`src/rtl/if_id_buffer_pkg.sv`:
```
// Shared ISA definitions: NOP encoding and opcode field placement used by the fetch/decode boundary.
package if_id_buffer_pkg;

  localparam int          ISA_WIDTH     = 16;
  localparam logic [15:0] ISA_NOP_INSTR = 16'h0800;
  localparam int          ISA_OPC_HI    = 15;
  localparam int          ISA_OPC_LO    = 11;
  localparam logic [4:0]  ISA_OPC_HALT  = 5'b00000;

  function automatic logic is_halt(input logic [ISA_WIDTH-1:0] instr);
    return instr[ISA_OPC_HI:ISA_OPC_LO] == ISA_OPC_HALT;
  endfunction

endpackage

```
`src/rtl/if_id_buffer_if.sv`:
```
// Fetch-side push and decode-side pop signals of the IF/ID buffer.
interface if_id_buffer_if #(
  parameter int WIDTH = 16
);
  logic [WIDTH-1:0] instr;
  logic [WIDTH-1:0] PC;
  logic [WIDTH-1:0] PCPlus1;
  logic             if_valid;
  logic             if_ready;
  logic             flush;
  logic             id_ready;
  logic             id_valid;
  logic [WIDTH-1:0] id_instr;
  logic [WIDTH-1:0] id_PC;
  logic [WIDTH-1:0] id_PCPlus1;
  logic [1:0]       count;
  logic             halted;

  modport slave (
    input  instr, PC, PCPlus1, if_valid, flush, id_ready,
    output if_ready, id_valid, id_instr, id_PC, id_PCPlus1, count, halted
  );

  modport master (
    output instr, PC, PCPlus1, if_valid, flush, id_ready,
    input  if_ready, id_valid, id_instr, id_PC, id_PCPlus1, count, halted
  );
endinterface

```
`src/rtl/if_id_entry.sv`:
```
// One buffer slot: W-bit register with load enable, async reset to RST_VAL.
module if_id_entry #(
  parameter int           W       = 48,
  parameter logic [W-1:0] RST_VAL = '0
) (
  input  logic         clk,
  input  logic         rst,
  input  logic         load_i,
  input  logic [W-1:0] d_i,
  output logic [W-1:0] q_o
);

  logic [W-1:0] data_q;

  always_ff @(posedge clk or posedge rst) begin
    if (rst)         data_q <= RST_VAL;
    else if (load_i) data_q <= d_i;
  end

  assign q_o = data_q;

endmodule

```
`src/rtl/if_id_buffer.sv`:
```
// 2-entry IF/ID skid FIFO; 1-cycle push-to-valid latency, if_ready from state only.
// Flush beats push/pop; an accepted HALT freezes fetch until flush or reset.
module if_id_buffer
  import if_id_buffer_pkg::*;
#(
  parameter int               WIDTH     = 16,
  parameter logic [WIDTH-1:0] NOP_INSTR = ISA_NOP_INSTR
) (
  input  logic                 clk,
  input  logic                 rst,
  if_id_buffer_if.slave        bus
);

  localparam int EW = 3 * WIDTH;

  logic          wr_ptr_q, wr_ptr_d;
  logic          rd_ptr_q, rd_ptr_d;
  logic [1:0]    count_q, count_d;
  logic          halted_q, halted_d;
  logic          if_ready;
  logic          push, pop;
  logic [1:0]    load_en;
  logic [EW-1:0] wdat;
  logic [EW-1:0] head;
  logic [EW-1:0] ent_q [2];

  assign if_ready = (count_q < 2'd2) && !halted_q;
  assign push     = bus.if_valid && if_ready && !bus.flush;
  assign pop      = (count_q != 2'd0) && bus.id_ready && !bus.flush;
  assign wdat     = {bus.instr, bus.PC, bus.PCPlus1};

  always_comb begin
    wr_ptr_d = wr_ptr_q;
    rd_ptr_d = rd_ptr_q;
    count_d  = count_q;
    halted_d = halted_q;
    load_en  = '0;
    if (bus.flush) begin
      wr_ptr_d = 1'b0;
      rd_ptr_d = 1'b0;
      count_d  = 2'd0;
      halted_d = 1'b0;
    end else begin
      if (push) begin
        load_en[wr_ptr_q] = 1'b1;
        wr_ptr_d          = ~wr_ptr_q;
        if (bus.instr[ISA_OPC_HI:ISA_OPC_LO] == ISA_OPC_HALT) halted_d = 1'b1;
      end
      if (pop) rd_ptr_d = ~rd_ptr_q;
      case ({push, pop})
        2'b10:   count_d = count_q + 2'd1;
        2'b01:   count_d = count_q - 2'd1;
        default: count_d = count_q;
      endcase
    end
  end

  always_ff @(posedge clk or posedge rst) begin
    if (rst) begin
      wr_ptr_q <= 1'b0;
      rd_ptr_q <= 1'b0;
      count_q  <= 2'd0;
      halted_q <= 1'b0;
    end else begin
      wr_ptr_q <= wr_ptr_d;
      rd_ptr_q <= rd_ptr_d;
      count_q  <= count_d;
      halted_q <= halted_d;
    end
  end

  for (genvar i = 0; i < 2; i++) begin : g_ent
    if_id_entry #(
      .W       (EW),
      .RST_VAL ({NOP_INSTR, {(2*WIDTH){1'b0}}})
    ) u_entry (
      .clk    (clk),
      .rst    (rst),
      .load_i (load_en[i]),
      .d_i    (wdat),
      .q_o    (ent_q[i])
    );
  end

  // Empty buffer presents a bubble regardless of stale slot contents.
  assign head           = ent_q[rd_ptr_q];
  assign bus.if_ready   = if_ready;
  assign bus.id_valid   = (count_q != 2'd0);
  assign bus.id_instr   = (count_q == 2'd0) ? NOP_INSTR : head[EW-1 -: WIDTH];
  assign bus.id_PC      = (count_q == 2'd0) ? '0 : head[2*WIDTH-1 -: WIDTH];
  assign bus.id_PCPlus1 = (count_q == 2'd0) ? '0 : head[WIDTH-1:0];
  assign bus.count      = count_q;
  assign bus.halted     = halted_q;

endmodule
```
`src/flat_wrapper.sv`:
```
// flat-port wrapper written by rule: the top's interface ports become plain ports
module if_id_buffer_flat import if_id_buffer_pkg::*;
#(
  parameter int               WIDTH     = 16,
  parameter logic [WIDTH-1:0] NOP_INSTR = ISA_NOP_INSTR
)
  (clk, rst, bus_instr, bus_PC, bus_PCPlus1, bus_if_valid, bus_flush, bus_id_ready, bus_if_ready, bus_id_valid, bus_id_instr, bus_id_PC, bus_id_PCPlus1, bus_count, bus_halted);
  if_id_buffer_if #(.WIDTH(WIDTH)) bus_i ();
  input  logic clk;
  input  logic rst;
  input wire logic [$bits(bus_i.instr)-1:0] bus_instr;
  input wire logic [$bits(bus_i.PC)-1:0] bus_PC;
  input wire logic [$bits(bus_i.PCPlus1)-1:0] bus_PCPlus1;
  input wire logic [$bits(bus_i.if_valid)-1:0] bus_if_valid;
  input wire logic [$bits(bus_i.flush)-1:0] bus_flush;
  input wire logic [$bits(bus_i.id_ready)-1:0] bus_id_ready;
  output wire logic [$bits(bus_i.if_ready)-1:0] bus_if_ready;
  output wire logic [$bits(bus_i.id_valid)-1:0] bus_id_valid;
  output wire logic [$bits(bus_i.id_instr)-1:0] bus_id_instr;
  output wire logic [$bits(bus_i.id_PC)-1:0] bus_id_PC;
  output wire logic [$bits(bus_i.id_PCPlus1)-1:0] bus_id_PCPlus1;
  output wire logic [$bits(bus_i.count)-1:0] bus_count;
  output wire logic [$bits(bus_i.halted)-1:0] bus_halted;
  assign bus_i.instr = bus_instr;
  assign bus_i.PC = bus_PC;
  assign bus_i.PCPlus1 = bus_PCPlus1;
  assign bus_i.if_valid = bus_if_valid;
  assign bus_i.flush = bus_flush;
  assign bus_i.id_ready = bus_id_ready;
  assign bus_if_ready = bus_i.if_ready;
  assign bus_id_valid = bus_i.id_valid;
  assign bus_id_instr = bus_i.id_instr;
  assign bus_id_PC = bus_i.id_PC;
  assign bus_id_PCPlus1 = bus_i.id_PCPlus1;
  assign bus_count = bus_i.count;
  assign bus_halted = bus_i.halted;
  if_id_buffer #(.WIDTH(WIDTH), .NOP_INSTR(NOP_INSTR)) u_core (.clk(clk), .rst(rst), .bus(bus_i));
endmodule
```
`config.mk`:
```
export PLATFORM = sky130hd
export DESIGN_NAME = if_id_buffer_flat
export DESIGN_NICKNAME = d
export VERILOG_FILES = /design/src/rtl/if_id_buffer_pkg.sv /design/src/rtl/if_id_buffer_if.sv /design/src/rtl/if_id_entry.sv /design/src/rtl/if_id_buffer.sv /design/src/flat_wrapper.sv
export SDC_FILE = /design/constraint.sdc
export NUM_CORES = 1
export LEC_CHECK = 0
export BUFFER_PORTS_ARGS = -buffer_cell sky130_fd_sc_hd__buf_4
export CORE_MARGIN = 2
export CORE_UTILIZATION = 35
export CTS_BUF_LIST = sky130_fd_sc_hd__clkbuf_16
export CTS_CLUSTER_DIAMETER = 120
export CTS_CLUSTER_SIZE = 14
export DETAILED_ROUTE_END_ITERATION = 12
export GPL_TIMING_DRIVEN = 0
export SYNTH_ARGS = -nofsm -noshare
export SYNTH_HDL_FRONTEND = slang
export SYNTH_SLANG_ARGS = --single-unit
```
`constraint.sdc`:
```
create_clock -name clk -period 3.35 [get_ports clk]
set_input_delay 0.1675 -clock clk [delete_from_list [all_inputs] [get_ports clk]]
set_output_delay 0.1675 -clock clk [all_outputs]
set_load 0.005 [all_outputs]
```
# == Yosys cells after proc, flatten, opt, wreduce, memory -nomap -nowiden ==
# Index checks and enable logic that the tools add are counted.
# Widths: inputs -> output; s select.
# word_totals
inputBits,53
word_cells,52
register_bits,101
# op_classes
n_eq_ne,2
n_reduce_logical,16
add_sub_neg,2
n_lt_le_gt_ge,4
bitwise_logic,3
mux,19
# ops
op,n
$mux 48,3
$mux 16,3
$mux 1,8
$reduce_bool 2->1,4
$logic_and 1x1->1,6
$mux 2,3
$logic_not 5->1,1
$pmux 2 s2,1
$reduce_bool 3->1,1
$add 2x1->2 const B,1
$eq 2x1->1 const B,1
$eq 2x2->1 const B,1
$ge 2x2->1 const B,1
$logic_not 1->1,2
$logic_not 2->1,1
$lt 1x2->1 const B,1
$lt 2x2->1 const B,1
$not 1->1,2
$not 1->2,1
$reduce_and 2->1,1
$sub 2x1->2 const B,1
$demux 1 s1,1
$ge 1x1->1 const B,1

# == Logic depth before layout (Yosys ltp) ==
# Gate-level depths: netlist of run 1.
# logic_depth
depth_word,7
mapped_depth,5
depth_no_buf,3

# == Hierarchy ==
# A second synthesis of run 1 with hierarchy kept.
# hier_totals
hier_cells,340
area_unflattened_um2,4840.9
# modules_own_cells
module,cells_per_inst,area_each_um2,seq_area_each_um2,instances
if_id_entry,102,1865.5,1202.4,2
if_id_buffer,136,1109.8,125.1,1

# == Worst setup path after synthesis of run 1 ==
# Ideal clock, no wire load.
# synth_path
path_kind,reg2reg
from,"register u_core.count_q[1], in the netlist u_core.bus.count[1]"
to,register u_core.g_ent[0].u_entry.data_q[0]
period_less_slack_ns,1.730
required_ns,3.225
t_arrival_ns,1.606
stages_incl_launch_ff,6
setup_slack_ns,1.620
path_cell_list,dfrtp_1 nor3b_4 nor3b_2 buf_6 buf_6 mux2_2
# synth_via
elab_chain_cells,6
# synth_lines
element,line_no,source
from (decl),if_id_buffer.sv:18,"logic [1:0] count_q, count_d;"
from (signal assigned),if_id_buffer.sv:67,count_q <= count_d;
$lt 2x2->1,if_id_buffer.sv:27,assign if_ready = (count_q < 2'd2) && !halted_q;
$logic_and 1x1->1,if_id_buffer.sv:27,
$logic_and 1x1->1 (2 in a row),if_id_buffer.sv:28,assign push = bus.if_valid && if_ready && !bus.flush;
$mux 2,if_id_buffer.sv:44,if (push) begin
$mux 2,if_id_buffer.sv:38,if (bus.flush) begin
to (signal assigned),if_id_entry.sv:17,else if (load_i) data_q <= d_i;
to (decl),if_id_entry.sv:13,logic [W-1:0] data_q;
# No other way between the ends.
# A chain may end at the register's enable or synchronous reset.

# == Worst setup path in the final report of run 1 ==
# layout_path
from,"register u_core.count_q[1], in the netlist u_core.bus.count[1]"
to,output bus_id_PC[11]
# layout_via
elab_chain_cells,2
# layout_lines
element,line_no,source
$logic_not 2->1,if_id_buffer.sv:90,assign bus.id_PC = (count_q == 2'd0) ? '0 : head[2*WIDTH-1 -: WIDTH];
$mux 16,if_id_buffer.sv:90,
to (decl),flat_wrapper.sv:20,output wire logic [$bits(bus_i.id_PC)-1:0] bus_id_PC;
# No other way between the ends.

==> results of run 1 <==
[sequential cells by signal (all words and copies together), names as in the netlist]
signal,flops
u_core.bus.count,2
u_core.bus.halted,1
u_core.rd_ptr_q,1
u_core.g_ent.u_entry.q_o,96
u_core.wr_ptr_q,1
[path summary, 6_finish.rpt]
kind | from | end | slack, ns | cells past startpoint
worst max-delay path | u_core.bus.count[1] | bus_id_PC[11] | 0.91 | 5
worst min-delay path | bus_flush | u_core.bus.count[1] | 0.04 | 2
worst max register to register | u_core.bus.count[1] | u_core.g_ent[0].u_entry.q_o[11] | 1.38 | 5
worst min register to register | u_core.g_ent[0].u_entry.q_o[41] | u_core.g_ent[0].u_entry.q_o[41] | 0.50 | 1
max in group asynchronous | rst | u_core.g_ent[1].u_entry.q_o[9] | 2.23 | 4
min in group asynchronous | rst | u_core.g_ent[1].u_entry.q_o[25] | 0.44 | 3
[cells in the mapped netlist]
cell / number
xor2_1: 1
nor3_1: 1
inv_1: 3
buf_6: 5
nor2_1: 52
nand4b_1: 1
o21ai_0: 2
nor4b_1: 1
nand3b_1: 1
dfstp_2: 2
a21o_1: 1
nor3b_2: 1
nand2_1: 2
mux2i_1: 48
clkbuf_1: 7
buf_2: 7
mux2_2: 96
xnor2_1: 1
nor3b_4: 1
a21oi_1: 3
a311oi_1: 1
buf_4: 2
dfrtp_1: 99
[cell type report]
cell class	count	area [µm²]
fillers	1202	6819
flip-flops and latches	101	2530
multi-input cells	213	1884
repair buffers	107	825.8
clock buffers	9	225.2
well taps	172	215.2
plain buffers	21	132.6
clock inverters	6	25.02
inverters	3	13.76
[worst max-delay path, delay by kind of cell, from the launching register on]
family	cells	cell delay, ns
buffers and inverters	3	1.09
DFF	1	0.49
and+or+nand+nor	2	0.34
[per-stage QoR]
stage | hold slack (ns) | util [%] | area [µm²] | setup WS (ns)
detailed placement | 0.2602 | 44.13 | 5592 | 1.204
CTS | 0.02235 | 46.18 | 5852 | 0.8334
floorplan | 0.2306 | - | 4558 | 0.5387
global placement | 0.3850 | 43.89 | 5562 | -0.6740
finish | 0.03740 | 46.18 | 5852 | 0.9111
global route | 0.02790 | 46.18 | 5852 | 0.6952
[metal layers]
metal | wire length, µm | track usage, %
met1 | 4601 | 19.54
met4 | 84 | 3.840
met3 | 548 | 6.056
met2 | 4691 | 23.63
met5 | 0 | 0
[cells by family after synthesis]
| logic type | count (synthesis) | synth area share, % |
|---|---|---|
| compound gates | 7 | 0.9059 |
| xor+xnor | 2 | 0.3844 |
| buf+inv | 24 | 3.157 |
| flops | 101 | 55.50 |
| mux | 144 | 34.26 |
| simple gates | 60 | 5.792 |
[power groups by stage]
stage	Combinational (mW)	Sequential [mW]	Clock [mW]
2_1_floorplan	0.589	1.72	0
3_3_place_gp	0.852	1.74	0
3_5_place_dp	0.880	1.77	0
4_1_cts	0.885	1.74	0.941
5_1_grt	0.957	1.79	0.995
6_report	0.865	1.74	0.895
==> results.sh, run 1 <==
export IMPL_status="finished clean"
export IMPL_antenna_left=0
export IMPL_arrival_ns=2.27
export IMPL_min_period_ns=2.439
export IMPL_fin_cells=632
export IMPL_switching_share_pct=25.97
export IMPL_most_common_layout_cells="107 x buf_4, 99 x dfrtp_1, 96 x mux2_2"
export IMPL_clock_sinks=101
export IMPL_ys_warnings_count=0
export IMPL_rows=41
export IMPL_worst_pin_slew_ns=0.8031
export IMPL_dp_hpwl_um=6884
export IMPL_critPathSlowestCell="dfrtp_1"
export IMPL_clkTransAtPathRegs_ns=0.06
export IMPL_grt_overflow_total=0
export IMPL_initial_core_util_pct=35.97
export IMPL_core_mm2=0.01267
export IMPL_dieWidth_um=118.1
export IMPL_wl_um=9926
export IMPL_netlist_area_mm2=0.004558
export IMPL_dr_pass1_iters=4
export IMPL_syn2layout_area_growth_pct=28.38
export IMPL_drive_above_1_share_pct=50.43
export IMPL_crit_type="reg -> out"
export IMPL_antenna_cells=0
export IMPL_power_switching_mw=0.9101
export IMPL_drt_initial_drc_count=132
export IMPL_syn_inst=338
export IMPL_die_h_um=118.1
export IMPL_gp_congestion=0.7143
export IMPL_post_route_drc_count=0
export IMPL_seqPwrFrac_pct=49.8
export IMPL_grt_pass1_vias=3200
export IMPL_dieArea_mm2=0.01395
export IMPL_syn_area_per_cell_um2=13.49
export IMPL_power_density_mw_per_mm2=598.8
export IMPL_synth_nets=391
export IMPL_tns_ns=0
export IMPL_yosys_register_bits=101
export IMPL_fin_total_pwr_mw=3.504
export IMPL_tritoncts="done"
export IMPL_cpPeakStageDelay_ns=0.49
export IMPL_nets=509
export IMPL_min_path_type="in -> reg"
export IMPL_clockBufferDepth=2
export IMPL_synth_area_leaders="dfrtp_1 54%, mux2_2 24%, mux2i_1 11%, nor2_1 4.3%, buf_6 1.2%"
export IMPL_critical_path_cell_chain="nor2_1, clkbuf_1, clkbuf_1, nor2_1, buf_4"
export IMPL_finClkSkew_ns=0.006659
export IMPL_crit_path_start_kind="flip-flop"
export IMPL_port_buffer_count=105
export IMPL_critPathCaptureType="output port"
export IMPL_cp_max_fo=10
export IMPL_hold_violations=0
export IMPL_avgViaCountPerCell=4.723
export IMPL_p_leak_nw=2.629
export IMPL_synth_top_area_share_pct=54.35
export IMPL_setup_viol=0
export IMPL_layout_commonest_cell="buf_4"
export IMPL_vias=2985
export IMPL_combPwrFrac_pct=24.7
export IMPL_relSlewSlack_pct=46.46
export IMPL_postCtsSetupBuffers=0
export IMPL_required_ns=3.18
export IMPL_cts_root_buffer="clkbuf_16"
export IMPL_rsz0062_at_grt="no"
export IMPL_worstSkewPairLatency_ns=0.34
export IMPL_period_share_pct=72.80
export IMPL_cts_made_buffers=9
export IMPL_track_usage_pct=15.12
export IMPL_fmax_ghz=0.4100
export IMPL_io_pins=106
export IMPL_p_clk_share_pct=25.5
export IMPL_grt_pass1_wl_um=16400
export IMPL_antenna_found_initial=0
export IMPL_drv_cap=0
export IMPL_cts_hold_buffers=1
export IMPL_htree_levels=3
export IMPL_grt_max_degree=62
export IMPL_post_cts_resized=0
export IMPL_internal_power_mw=2.594
export IMPL_yosys_area_top_type="dfrtp_1"
export IMPL_dp_cells=616
export IMPL_vdd_drop_max_v=0.0003567
export IMPL_synth_cell_types=23
export IMPL_wl_per_cell_um=15.71
export IMPL_slew_violations=0
export IMPL_ys_seq_area_share_pct=55.50
No activity file was read; power rests on OpenSTA's default activity.
==> run 2: changes to the inputs <==
Clock period 3.35 ns to 2.3 ns, I/O delays scaled along.
==> results.sh, run 2 (synthesis gave the netlist of run 1 again) <==
export IMPL_min_period_ns=2.167
export IMPL_nets=551
export IMPL_most_common_layout_cells="107 x buf_4, 99 x dfrtp_1, 96 x mux2_2"
export IMPL_fin_area_mm2=0.006321
export IMPL_crit_type="reg -> out"
export IMPL_critPathCaptureType="output port"
export IMPL_tritoncts="done"
export IMPL_io_pins=106
export IMPL_status="finished clean"
export IMPL_drv_cap=0
export IMPL_relSlewSlack_pct=47.00
export IMPL_dieArea_mm2=0.01395
export IMPL_dp_hpwl_um=7013
export IMPL_grt_max_degree=42
export IMPL_hold_slack_ns=0.007339
export IMPL_setup_viol=0
export IMPL_rows=41
export IMPL_worst_pin_slew_ns=0.7951
export IMPL_fin_total_pwr_mw=5.385
export IMPL_clock_sinks=101
export IMPL_worstHoldStart="bus_instr[9]"
export IMPL_dp_cells=617
export IMPL_vias=3097
export IMPL_cp_max_fo=10
export IMPL_arrival_ns=2.05
export IMPL_antenna_found_initial=0
export IMPL_wl_per_cell_um=15.58
export IMPL_cts_root_buffer="clkbuf_16"
export IMPL_wl_um=10520
export IMPL_preCtsSetupSlack_ns=0.1904
export IMPL_initial_core_util_pct=35.97
export IMPL_gp_congestion=0.7055
export IMPL_required_ns=2.18
export IMPL_syn2layout_area_growth_pct=38.68
export IMPL_track_usage_pct=15.74
export IMPL_fmax_ghz=0.4614
export IMPL_core_mm2=0.01267
export IMPL_dieWidth_um=118.1
export IMPL_htree_levels=3
export IMPL_finalCoreUtilization_pct=49.89
export IMPL_vdd_drop_max_v=0.0003678
export IMPL_period_share_pct=94.23
export IMPL_cts_made_buffers=9
export IMPL_finClkSkew_ns=0.004606
export IMPL_crit_start="u_core.rd_ptr_q"
export IMPL_worstSkewPairLatency_ns=0.35
export IMPL_dr_pass1_iters=4
export IMPL_tns_ns=0
export IMPL_drive_above_1_share_pct=47.51
export IMPL_clockBufferDepth=2
export IMPL_grt_pass1_wl_um=16990
export IMPL_hold_violations=0
export IMPL_antenna_cells=0
export IMPL_drt_initial_drc_count=124
export IMPL_p_leak_nw=2.811
export IMPL_slew_violations=0
export IMPL_min_path_type="in -> reg"
export IMPL_grt_overflow_total=0
export IMPL_worstReg2RegStart="u_core.bus.count[1]"
export IMPL_largest_register_ffs=96
export IMPL_layout_setup_ws_ns=0.1327
export IMPL_clkTransAtPathRegs_ns=0.07
export IMPL_avgViaCountPerCell=4.588
export IMPL_placed_area_mm2=0.005605
export IMPL_fin_cells=675
export IMPL_die_h_um=118.1
export IMPL_layout_commonest_cell="buf_4"
export IMPL_postCtsSetupBuffers=0
export IMPL_grt_pass1_vias=3318
export IMPL_post_route_drc_count=0
export IMPL_power_density_mw_per_mm2=851.9
export IMPL_port_buffer_count=105
export IMPL_rsz0062_at_grt="no"
export IMPL_crit_path_start_kind="flip-flop"
export IMPL_antenna_left=0
-- run 2: cell types whose count changed in the layout (fill, tap and decap cells not counted), sizes merged --
cell	previous run	this run
buf	120	121
bufinv	0	1
clkinv	3	4
clkinvlp	0	3
dlygate4sd3	1	42
inv	6	2
-- run 2: final timing paths --
kind,end,slack [ns],cells after the start
max,bus_id_instr[11],0.13,6
min,u_core.g_ent[1].u_entry.q_o[41],0.007,2
max reg2reg,u_core.g_ent[0].u_entry.q_o[6],0.28,5
min reg2reg,u_core.g_ent[1].u_entry.q_o[11],0.51,1
max in group asynchronous,u_core.g_ent[1].u_entry.q_o[43],0.99,5
min in group asynchronous,u_core.g_ent[1].u_entry.q_o[21],0.38,3
-- run 2: cell type report --
| class | count | area, µm² |
|---|---|---|
| buffer | 21 | 136.4 |
| clock buffer | 9 | 225.2 |
| clock inverter | 7 | 66.31 |
| fill | 1152 | 6350 |
| inverter | 3 | 15.01 |
| multi-input combinational | 213 | 1884 |
| sequential | 101 | 2530 |
| tap | 172 | 215.2 |
| timing repair buffer | 149 | 1249 |
-- run 2: worst max-delay path, cell delays in order, from the launching register on --
cell and delay [ns]:
dfrtp_1 0.32, clkbuf_1 0.17, buf_2 0.36, buf_2 0.39
mux2i_1 0.26, nand2_1 0.07, buf_4 0.13
-- run 2: repair_timing --
item	CTS	global route
hold endpoints to repair	102	0
endpoints found under the setup margin	20	20
gates resized for setup	1	4
hold buffers	42	0
-- run 2: layer usage --
layer,global-route usage (%),vias to the layer above,part of all wire (%)
met3,4.845,11,5.1
met4,5.422,0,1.4
met1,20.70,1522,48
met5,0,-,0
li1,-,1490,-
met2,24.60,74,46
-- run 2: where the power goes --
part	leakage (nW)	switching (mW)	internal, mW	total, mW
clock network	0.136	0.685	0.836	1.52
logic	1.47	0.496	0.824	1.32
registers	1.20	0.249	2.29	2.54
total	2.81	1.43	3.95	5.38
